$ cat config.mk
export PLATFORM = sky130hd
export DESIGN_NAME = muldiv_unit_flat
export DESIGN_NICKNAME = d
export VERILOG_FILES = /design/src/rtl/muldiv_unit_pkg.sv /design/src/rtl/muldiv_unit_if.sv /design/src/rtl/muldiv_step.sv /design/src/rtl/muldiv_unit.sv /design/src/flat_wrapper.sv
export SDC_FILE = /design/constraint.sdc
export NUM_CORES = 1
export LEC_CHECK = 0
export CAP_MARGIN = 20
export CORE_UTILIZATION = 50
export CTS_BUF_LIST = sky130_fd_sc_hd__clkbuf_4 sky130_fd_sc_hd__clkbuf_8 sky130_fd_sc_hd__clkbuf_16
export DETAILED_ROUTE_END_ITERATION = 12
export PLACE_DENSITY_LB_ADDON = 0.15
export REMOVE_ABC_BUFFERS = 1
export SLEW_MARGIN = 20
export SYNTH_ARGS = -nofsm -noshare
export SYNTH_HDL_FRONTEND = slang
export SYNTH_SLANG_ARGS = --single-unit
export TNS_END_PERCENT = 10
$ cat constraint.sdc
create_clock -name clk -period 10.2 [get_ports clk]
set_input_delay 2.04 -clock clk [delete_from_list [all_inputs] [get_ports clk]]
set_output_delay 2.04 -clock clk [all_outputs]
set_load 0.02 [all_outputs]
$ cat src/rtl/muldiv_unit_pkg.sv
// Shared types for the iterative RV32M multiply/divide unit.
// Op encodings equal RV32M funct3 so decode can pass funct3 straight through.
package muldiv_unit_pkg;

  localparam int DATA_BUS = 32;

  typedef enum logic [2:0] {
    MD_MUL    = 3'd0,
    MD_MULH   = 3'd1,
    MD_MULHSU = 3'd2,
    MD_MULHU  = 3'd3,
    MD_DIV    = 3'd4,
    MD_DIVU   = 3'd5,
    MD_REM    = 3'd6,
    MD_REMU   = 3'd7
  } muldiv_op_e;

  typedef enum logic [1:0] {
    ST_IDLE = 2'd0,
    ST_CALC = 2'd1,
    ST_FIX  = 2'd2,
    ST_DONE = 2'd3
  } muldiv_state_e;

  function automatic logic op_is_div(input muldiv_op_e op);
    return op[2];
  endfunction

  function automatic logic op_is_rem(input muldiv_op_e op);
    return op[2] & op[1];
  endfunction

endpackage

$ cat src/rtl/muldiv_unit_if.sv
// Execute-stage request/response bundle between the core and muldiv_unit.
interface muldiv_unit_if import muldiv_unit_pkg::*; #(
  parameter int WIDTH = DATA_BUS
);
  logic             start;
  muldiv_op_e       op;
  logic [WIDTH-1:0] rs1;
  logic [WIDTH-1:0] rs2;
  logic             abort;
  logic             busy;
  logic             done;
  logic [WIDTH-1:0] result;

  modport master (output start, op, rs1, rs2, abort, input busy, done, result);
  modport slave  (input start, op, rs1, rs2, abort, output busy, done, result);
endinterface

$ cat src/rtl/muldiv_step.sv
// One radix-2 iteration on the {hi,lo} accumulator pair: shift-add for multiply
// (lo holds the multiplier), restoring trial-subtract for divide (hi=rem, lo=quot).
module muldiv_step #(
  parameter int WIDTH = 32
) (
  input  logic             is_div,
  input  logic [WIDTH-1:0] hi_i,
  input  logic [WIDTH-1:0] lo_i,
  input  logic [WIDTH-1:0] opd_i,
  output logic [WIDTH-1:0] hi_o,
  output logic [WIDTH-1:0] lo_o
);

  logic [WIDTH-1:0] addend;
  logic [WIDTH:0]   sum;
  logic [WIDTH:0]   shl;
  logic [WIDTH:0]   diff;

  always_comb begin
    addend = lo_i[0] ? opd_i : '0;
    sum    = {1'b0, hi_i} + {1'b0, addend};
    shl    = {hi_i, lo_i[WIDTH-1]};
    // Borrow out of the (WIDTH+1)-bit subtract means the trial failed.
    diff   = shl - {1'b0, opd_i};
    if (is_div) begin
      hi_o = diff[WIDTH] ? shl[WIDTH-1:0] : diff[WIDTH-1:0];
      lo_o = {lo_i[WIDTH-2:0], ~diff[WIDTH]};
    end else begin
      hi_o = sum[WIDTH:1];
      lo_o = {sum[0], lo_i[WIDTH-1:1]};
    end
  end

endmodule

$ cat src/rtl/muldiv_unit.sv
// Iterative RV32M multiply/divide: magnitudes in, one bit per cycle, sign fix at end.
// MULDIV_SPECIAL_BYPASS_EN: div-by-zero, signed overflow and zero-operand multiplies skip CALC.
module muldiv_unit import muldiv_unit_pkg::*; #(
  parameter  int WIDTH = DATA_BUS,
  localparam int CNT_W = $clog2(WIDTH) + 1
) (
  input  logic          clk,
  input  logic          rst,
  muldiv_unit_if.slave  bus
);

  muldiv_state_e      state_q, state_d;
  muldiv_op_e         op_q, op_d;
  logic [CNT_W-1:0]   cnt_q, cnt_d;
  logic [WIDTH-1:0]   hi_q, hi_d, lo_q, lo_d, opd_q, opd_d;
  logic [WIDTH-1:0]   result_q, result_d;
  logic               neg_q, neg_d, dz_q, dz_d;

  logic [WIDTH-1:0]   step_hi, step_lo;
  logic               sgn_a, sgn_b, a_neg, b_neg;
  logic [WIDTH-1:0]   mag_a, mag_b, div_val;
  logic [2*WIDTH-1:0] prod;

`ifdef MULDIV_SPECIAL_BYPASS_EN
  logic               byp_q, byp_d;
  logic [WIDTH-1:0]   byp_res_q, byp_res_d;
  logic               special;
  logic [WIDTH-1:0]   special_res;

  always_comb begin
    special     = 1'b0;
    special_res = '0;
    if (op_is_div(bus.op)) begin
      if (bus.rs2 == '0) begin
        special     = 1'b1;
        special_res = op_is_rem(bus.op) ? bus.rs1 : '1;
      end else if (!bus.op[0] && bus.rs1 == {1'b1, {(WIDTH-1){1'b0}}} && bus.rs2 == '1) begin
        special     = 1'b1;
        special_res = op_is_rem(bus.op) ? '0 : bus.rs1;
      end
    end else if (bus.rs1 == '0 || bus.rs2 == '0) begin
      special = 1'b1;
    end
  end
`endif

  muldiv_step #(.WIDTH(WIDTH)) u_step (
    .is_div (op_is_div(op_q)),
    .hi_i   (hi_q),
    .lo_i   (lo_q),
    .opd_i  (opd_q),
    .hi_o   (step_hi),
    .lo_o   (step_lo)
  );

  // Operand decode at start; MUL low half is sign-agnostic so it runs unsigned.
  always_comb begin
    sgn_a = (bus.op == MD_MULH) || (bus.op == MD_MULHSU) ||
            (bus.op == MD_DIV)  || (bus.op == MD_REM);
    sgn_b = (bus.op == MD_MULH) || (bus.op == MD_DIV) || (bus.op == MD_REM);
    a_neg = sgn_a & bus.rs1[WIDTH-1];
    b_neg = sgn_b & bus.rs2[WIDTH-1];
    mag_a = a_neg ? -bus.rs1 : bus.rs1;
    mag_b = b_neg ? -bus.rs2 : bus.rs2;
  end

  always_comb begin
    prod    = neg_q ? -{hi_q, lo_q} : {hi_q, lo_q};
    div_val = op_is_rem(op_q) ? hi_q : lo_q;
    if (neg_q)
      div_val = -div_val;
    if (dz_q && !op_is_rem(op_q))
      div_val = '1;
  end

  always_comb begin
    state_d  = state_q;
    op_d     = op_q;
    cnt_d    = cnt_q;
    hi_d     = hi_q;
    lo_d     = lo_q;
    opd_d    = opd_q;
    neg_d    = neg_q;
    dz_d     = dz_q;
    result_d = result_q;
`ifdef MULDIV_SPECIAL_BYPASS_EN
    byp_d     = byp_q;
    byp_res_d = byp_res_q;
`endif
    case (state_q)
      ST_IDLE, ST_DONE: begin
        state_d = ST_IDLE;
        if (bus.start) begin
          op_d  = bus.op;
          hi_d  = '0;
          cnt_d = CNT_W'(WIDTH);
          dz_d  = op_is_div(bus.op) && (bus.rs2 == '0);
          if (op_is_div(bus.op)) begin
            lo_d  = mag_a;
            opd_d = mag_b;
            neg_d = op_is_rem(bus.op) ? a_neg : (a_neg ^ b_neg);
          end else begin
            lo_d  = mag_b;
            opd_d = mag_a;
            neg_d = a_neg ^ b_neg;
          end
`ifdef MULDIV_SPECIAL_BYPASS_EN
          byp_d     = special;
          byp_res_d = special_res;
          state_d   = special ? ST_FIX : ST_CALC;
`else
          state_d = ST_CALC;
`endif
        end
      end
      ST_CALC: begin
        hi_d  = step_hi;
        lo_d  = step_lo;
        cnt_d = cnt_q - 1'b1;
        if (cnt_q == CNT_W'(1))
          state_d = ST_FIX;
      end
      ST_FIX: begin
        if (op_is_div(op_q))
          result_d = div_val;
        else if (op_q == MD_MUL)
          result_d = prod[WIDTH-1:0];
        else
          result_d = prod[2*WIDTH-1:WIDTH];
`ifdef MULDIV_SPECIAL_BYPASS_EN
        if (byp_q)
          result_d = byp_res_q;
`endif
        state_d = ST_DONE;
      end
      default: state_d = ST_IDLE;
    endcase
    // Flush wins over everything, including a same-cycle start or a pending FIX write.
    if (bus.abort) begin
      state_d  = ST_IDLE;
      result_d = result_q;
    end
  end

  always_ff @(posedge clk) begin
    if (rst) begin
      state_q  <= ST_IDLE;
      op_q     <= MD_MUL;
      cnt_q    <= '0;
      hi_q     <= '0;
      lo_q     <= '0;
      opd_q    <= '0;
      neg_q    <= 1'b0;
      dz_q     <= 1'b0;
      result_q <= '0;
`ifdef MULDIV_SPECIAL_BYPASS_EN
      byp_q     <= 1'b0;
      byp_res_q <= '0;
`endif
    end else begin
      state_q  <= state_d;
      op_q     <= op_d;
      cnt_q    <= cnt_d;
      hi_q     <= hi_d;
      lo_q     <= lo_d;
      opd_q    <= opd_d;
      neg_q    <= neg_d;
      dz_q     <= dz_d;
      result_q <= result_d;
`ifdef MULDIV_SPECIAL_BYPASS_EN
      byp_q     <= byp_d;
      byp_res_q <= byp_res_d;
`endif
    end
  end

  assign bus.busy   = (state_q == ST_CALC) || (state_q == ST_FIX);
  assign bus.done   = (state_q == ST_DONE);
  assign bus.result = result_q;

endmodule

$ cat src/flat_wrapper.sv
// flat-port wrapper written by rule: the top's interface ports become plain ports
module muldiv_unit_flat import muldiv_unit_pkg::*;
#(
  parameter  int WIDTH = DATA_BUS,
  localparam int CNT_W = $clog2(WIDTH) + 1
)
  (clk, rst, bus_start, bus_op, bus_rs1, bus_rs2, bus_abort, bus_busy, bus_done, bus_result);
  muldiv_unit_if #(.WIDTH(WIDTH)) bus_i ();
  input  logic clk;
  input  logic rst;
  input wire logic [$bits(bus_i.start)-1:0] bus_start;
  input wire logic [$bits(bus_i.op)-1:0] bus_op;
  input wire logic [$bits(bus_i.rs1)-1:0] bus_rs1;
  input wire logic [$bits(bus_i.rs2)-1:0] bus_rs2;
  input wire logic [$bits(bus_i.abort)-1:0] bus_abort;
  output wire logic [$bits(bus_i.busy)-1:0] bus_busy;
  output wire logic [$bits(bus_i.done)-1:0] bus_done;
  output wire logic [$bits(bus_i.result)-1:0] bus_result;
  assign bus_i.start = bus_start;
  assign bus_i.op = bus_op;
  assign bus_i.rs1 = bus_rs1;
  assign bus_i.rs2 = bus_rs2;
  assign bus_i.abort = bus_abort;
  assign bus_busy = bus_i.busy;
  assign bus_done = bus_i.done;
  assign bus_result = bus_i.result;
  muldiv_unit #(.WIDTH(WIDTH)) u_core (.clk(clk), .rst(rst), .bus(bus_i));
endmodule
==> out/metrics.yaml <==
outcome: "complete, no violations"
layout_common_cells: "232 x nor2_1, 199 x nand2_1, 191 x a21oi_1, 151 x o21ai_0, 139 x dfxtp_1"
r2r_end: "u_core.hi_q[30]"
pin_count: 105
startpoint_type: "input pin"
hold_violations: 0
grt_max_degree: 91
postCtsSetupBuffers: 0
synthCells: 2070
cts_buffers: 17
fmax_mhz: 205
tns_ps: 0
leakage_nw: 6.43
r2r_start: "u_core.lo_q[31]"
cts_max_path_buffers: 2
areaGrowthSynthToFinish_pct: 11.9
rrSetupSlack_ps: 5770
cts_root_buf: "clkbuf_16"
timing.final.crit_share: 0.477
die_area_um2: 30200
grt_overflow_total: 0
fillers: 2779
place_area_um2: 15900
final_common_cell: "nor2_1"
yosys_warnings: 0
vias_per_cell: 6.26
ys_seq_area_frac: 0.191
dp_hpwl_um: 37200
whs_ps: 437
dieHeight_um: 174
p_per_area_nw_per_um2: 119
numPortBuffers: 104
ctsResizeCount: 0
ys_dominant_reg_cell: "dfxtp_1"
synthArstFlopShare: 0
max_cap_violations: 0
core_um2: 28900
drcViolationCount: 0
worst_path_most_repeated_cell: "nand2_1"
worst_hold_path_type: "reg2reg"
final_nets: 2208
cts_sinks: 141
worstRegToRegCells: 13
endpoint: "u_core.hi_q[21]"
multiInputGateArea_um2: 11100
track_usage: 0.321
antenna_found_initial: 0
worst_pin_slew_ps: 1100
worstPathRequired_ps: 10580
period_needed_ps: 4870
fin_area_um2: 16500
seq_area_um2: 2830
p_total_mw: 1.96
ant_nets: 0
drive_gt1_frac: 0.0506
clock_latency_ps: 450
grt_pass1_wl_um: 77400
finalSetupViolations: 0
synth.distinct_cells: 78
ys_ff_latch: 141
worst_clock_skew_ps: 15.5
critPathCaptureType: "register"
std_cell_rows: 62
startpoint: "bus_start"
avgSynthCellArea_um2: 7.13
min_path_cells: 2
slew-limit-headroom: 0.265
routed_wl_um: 49300
crit_type: "in2reg"
cts_tree: "built"
crit_chain: "clkdlybuf4s50_1 > nand2_1 > buf_4 > o21ai_2 > nand2_1 > nor2_1 > nand2_1 > nor2_1 > a22oi_1 > o211ai_1"
syn_area_um2: 14800
grt_pass1_vias: 13900
slew_viol_final: 0
cp.arrival_ps: 5250
cts_hold_buf: 0
vias: 15400
drtPass1Iterations: 5
diodes: 0
cts_htree_levels: 4
vdd_drop_max_v: 0.000117
critical_path.max_fanout: 36
slowest_delay_ps: 730
rsz0062_at_grt: "false"
start_util: 0.511
cp_slowest_cell: "nand2_1"
die_w_um: 174
drt_iter0_markers: 1507
synth_edf_count: 0
path_clk_slew_ps: 70
wire_per_inst_um: 20.1
utilization: 0.572
gp_congestion: 1.04
==> worst max-delay path: cells and delay by family <==
kind,cells,cell delay (ps)
buffers and inverters,2,740
and+or+nand+nor,5,2120
AOI/OAI and AO/OA,3,330
==> synth_stat cells (all sizes together), types with 6 or more instances <==
cell type,instances,area (um2)
or4,13,101
a22oi,21,158
nand3,25,125
and2,10,62.6
a21o,31,233
nor4,19,140
o221ai,14,123
o21bai,10,75.1
nand2b,28,175
clkbuf,132,499
nor3b,6,45.0
a22o,7,61.3
nand4,11,75.1
nor3,56,280
a211oi,48,360
a311oi,9,78.8
ha,73,913
o211ai,28,210
nor2b,12,75.1
dfxtp,141,2820
o31ai,31,233
nand3b,6,45.0
o21ai,156,781
or3,26,168
xor2,90,788
o41ai,16,166
a31oi,16,100
mux2i,86,861
a21oi,192,961
mux2,21,236
a221oi,15,131
inv,69,259
o21a,6,45.0
xnor2,108,946
nand2,199,747
and3,10,62.6
buf,24,109
nor2,234,878
o22ai,8,50.1
or2,6,37.5
==> routing by layer <==
layer  up-vias  part of all wire  GRT usage
met2       664              0.44      0.500
met4         0             0.029      0.114
met3        90             0.079     0.0522
met1      7192              0.45      0.446
met5         -                 0          0
li1       7454                 -          -
==> state kept, by name, summed over array words and instances, names as in the netlist <==
register           cells
u_core.state_q         2
u_core.opd_q          32
u_core.bus.result     32
u_core.neg_q           1
u_core.hi_q           32
u_core.op_q            3
u_core.dz_q            1
u_core.cnt_q           6
u_core.lo_q           32
==> metrics by stage <==
| stage | cells | setup slack, ps |
|---|---|---|
| after floorplan | 1914 | 4670 |
| after global placement | 2426 | 4980 |
| after detailed placement | 2427 | 4930 |
| after CTS | 2459 | 5380 |
| after global routing | 2459 | 5100 |
| final | 2459 | 5330 |
==> cells by family (layout without fill, tap and decap cells) <==
| group | Yosys count | in the layout | share of synthesized area |
|---|---|---|---|
| compound gates | 647 | 647 | 0.279 |
| xor+xnor | 198 | 198 | 0.118 |
| mux | 107 | 107 | 0.0744 |
| simple gates | 676 | 676 | 0.214 |
| fa+ha+maj | 75 | 75 | 0.0646 |
| buf+inv | 226 | 231 | 0.0590 |
| flops | 141 | 141 | 0.191 |
==> how the worst min path moves through the flow <==
stage / from / endpoint / slack [ps]
2_1_floorplan: u_core.opd_q[14] / u_core.opd_q[14] / 430
3_3_place_gp: u_core.bus.result[18] / u_core.bus.result[18] / 420
3_5_place_dp: u_core.bus.result[18] / u_core.bus.result[18] / 430
4_1_cts: u_core.bus.result[18] / u_core.bus.result[18] / 440
5_1_grt: u_core.bus.result[14] / u_core.bus.result[14] / 460
6_report: u_core.bus.result[14] / u_core.bus.result[14] / 440
==> power breakdown <==
group          switching (mW)  leakage [nW]  internal, mW
sequential             0.0584          1.15         0.584
clock                   0.287         0.295         0.396
combinational           0.383          4.98         0.257
total                   0.729          6.43          1.24
==> final cells by class <==
class                      count  share of cell area
tap                          384              0.0291
timing repair buffer         129              0.0743
inverter                      70              0.0159
clock buffer                  18              0.0266
multi-input combinational   1703               0.672
sequential                   141               0.171
clock inverter                14              0.0108
Note: power is estimated with default switching activity, not from simulation.
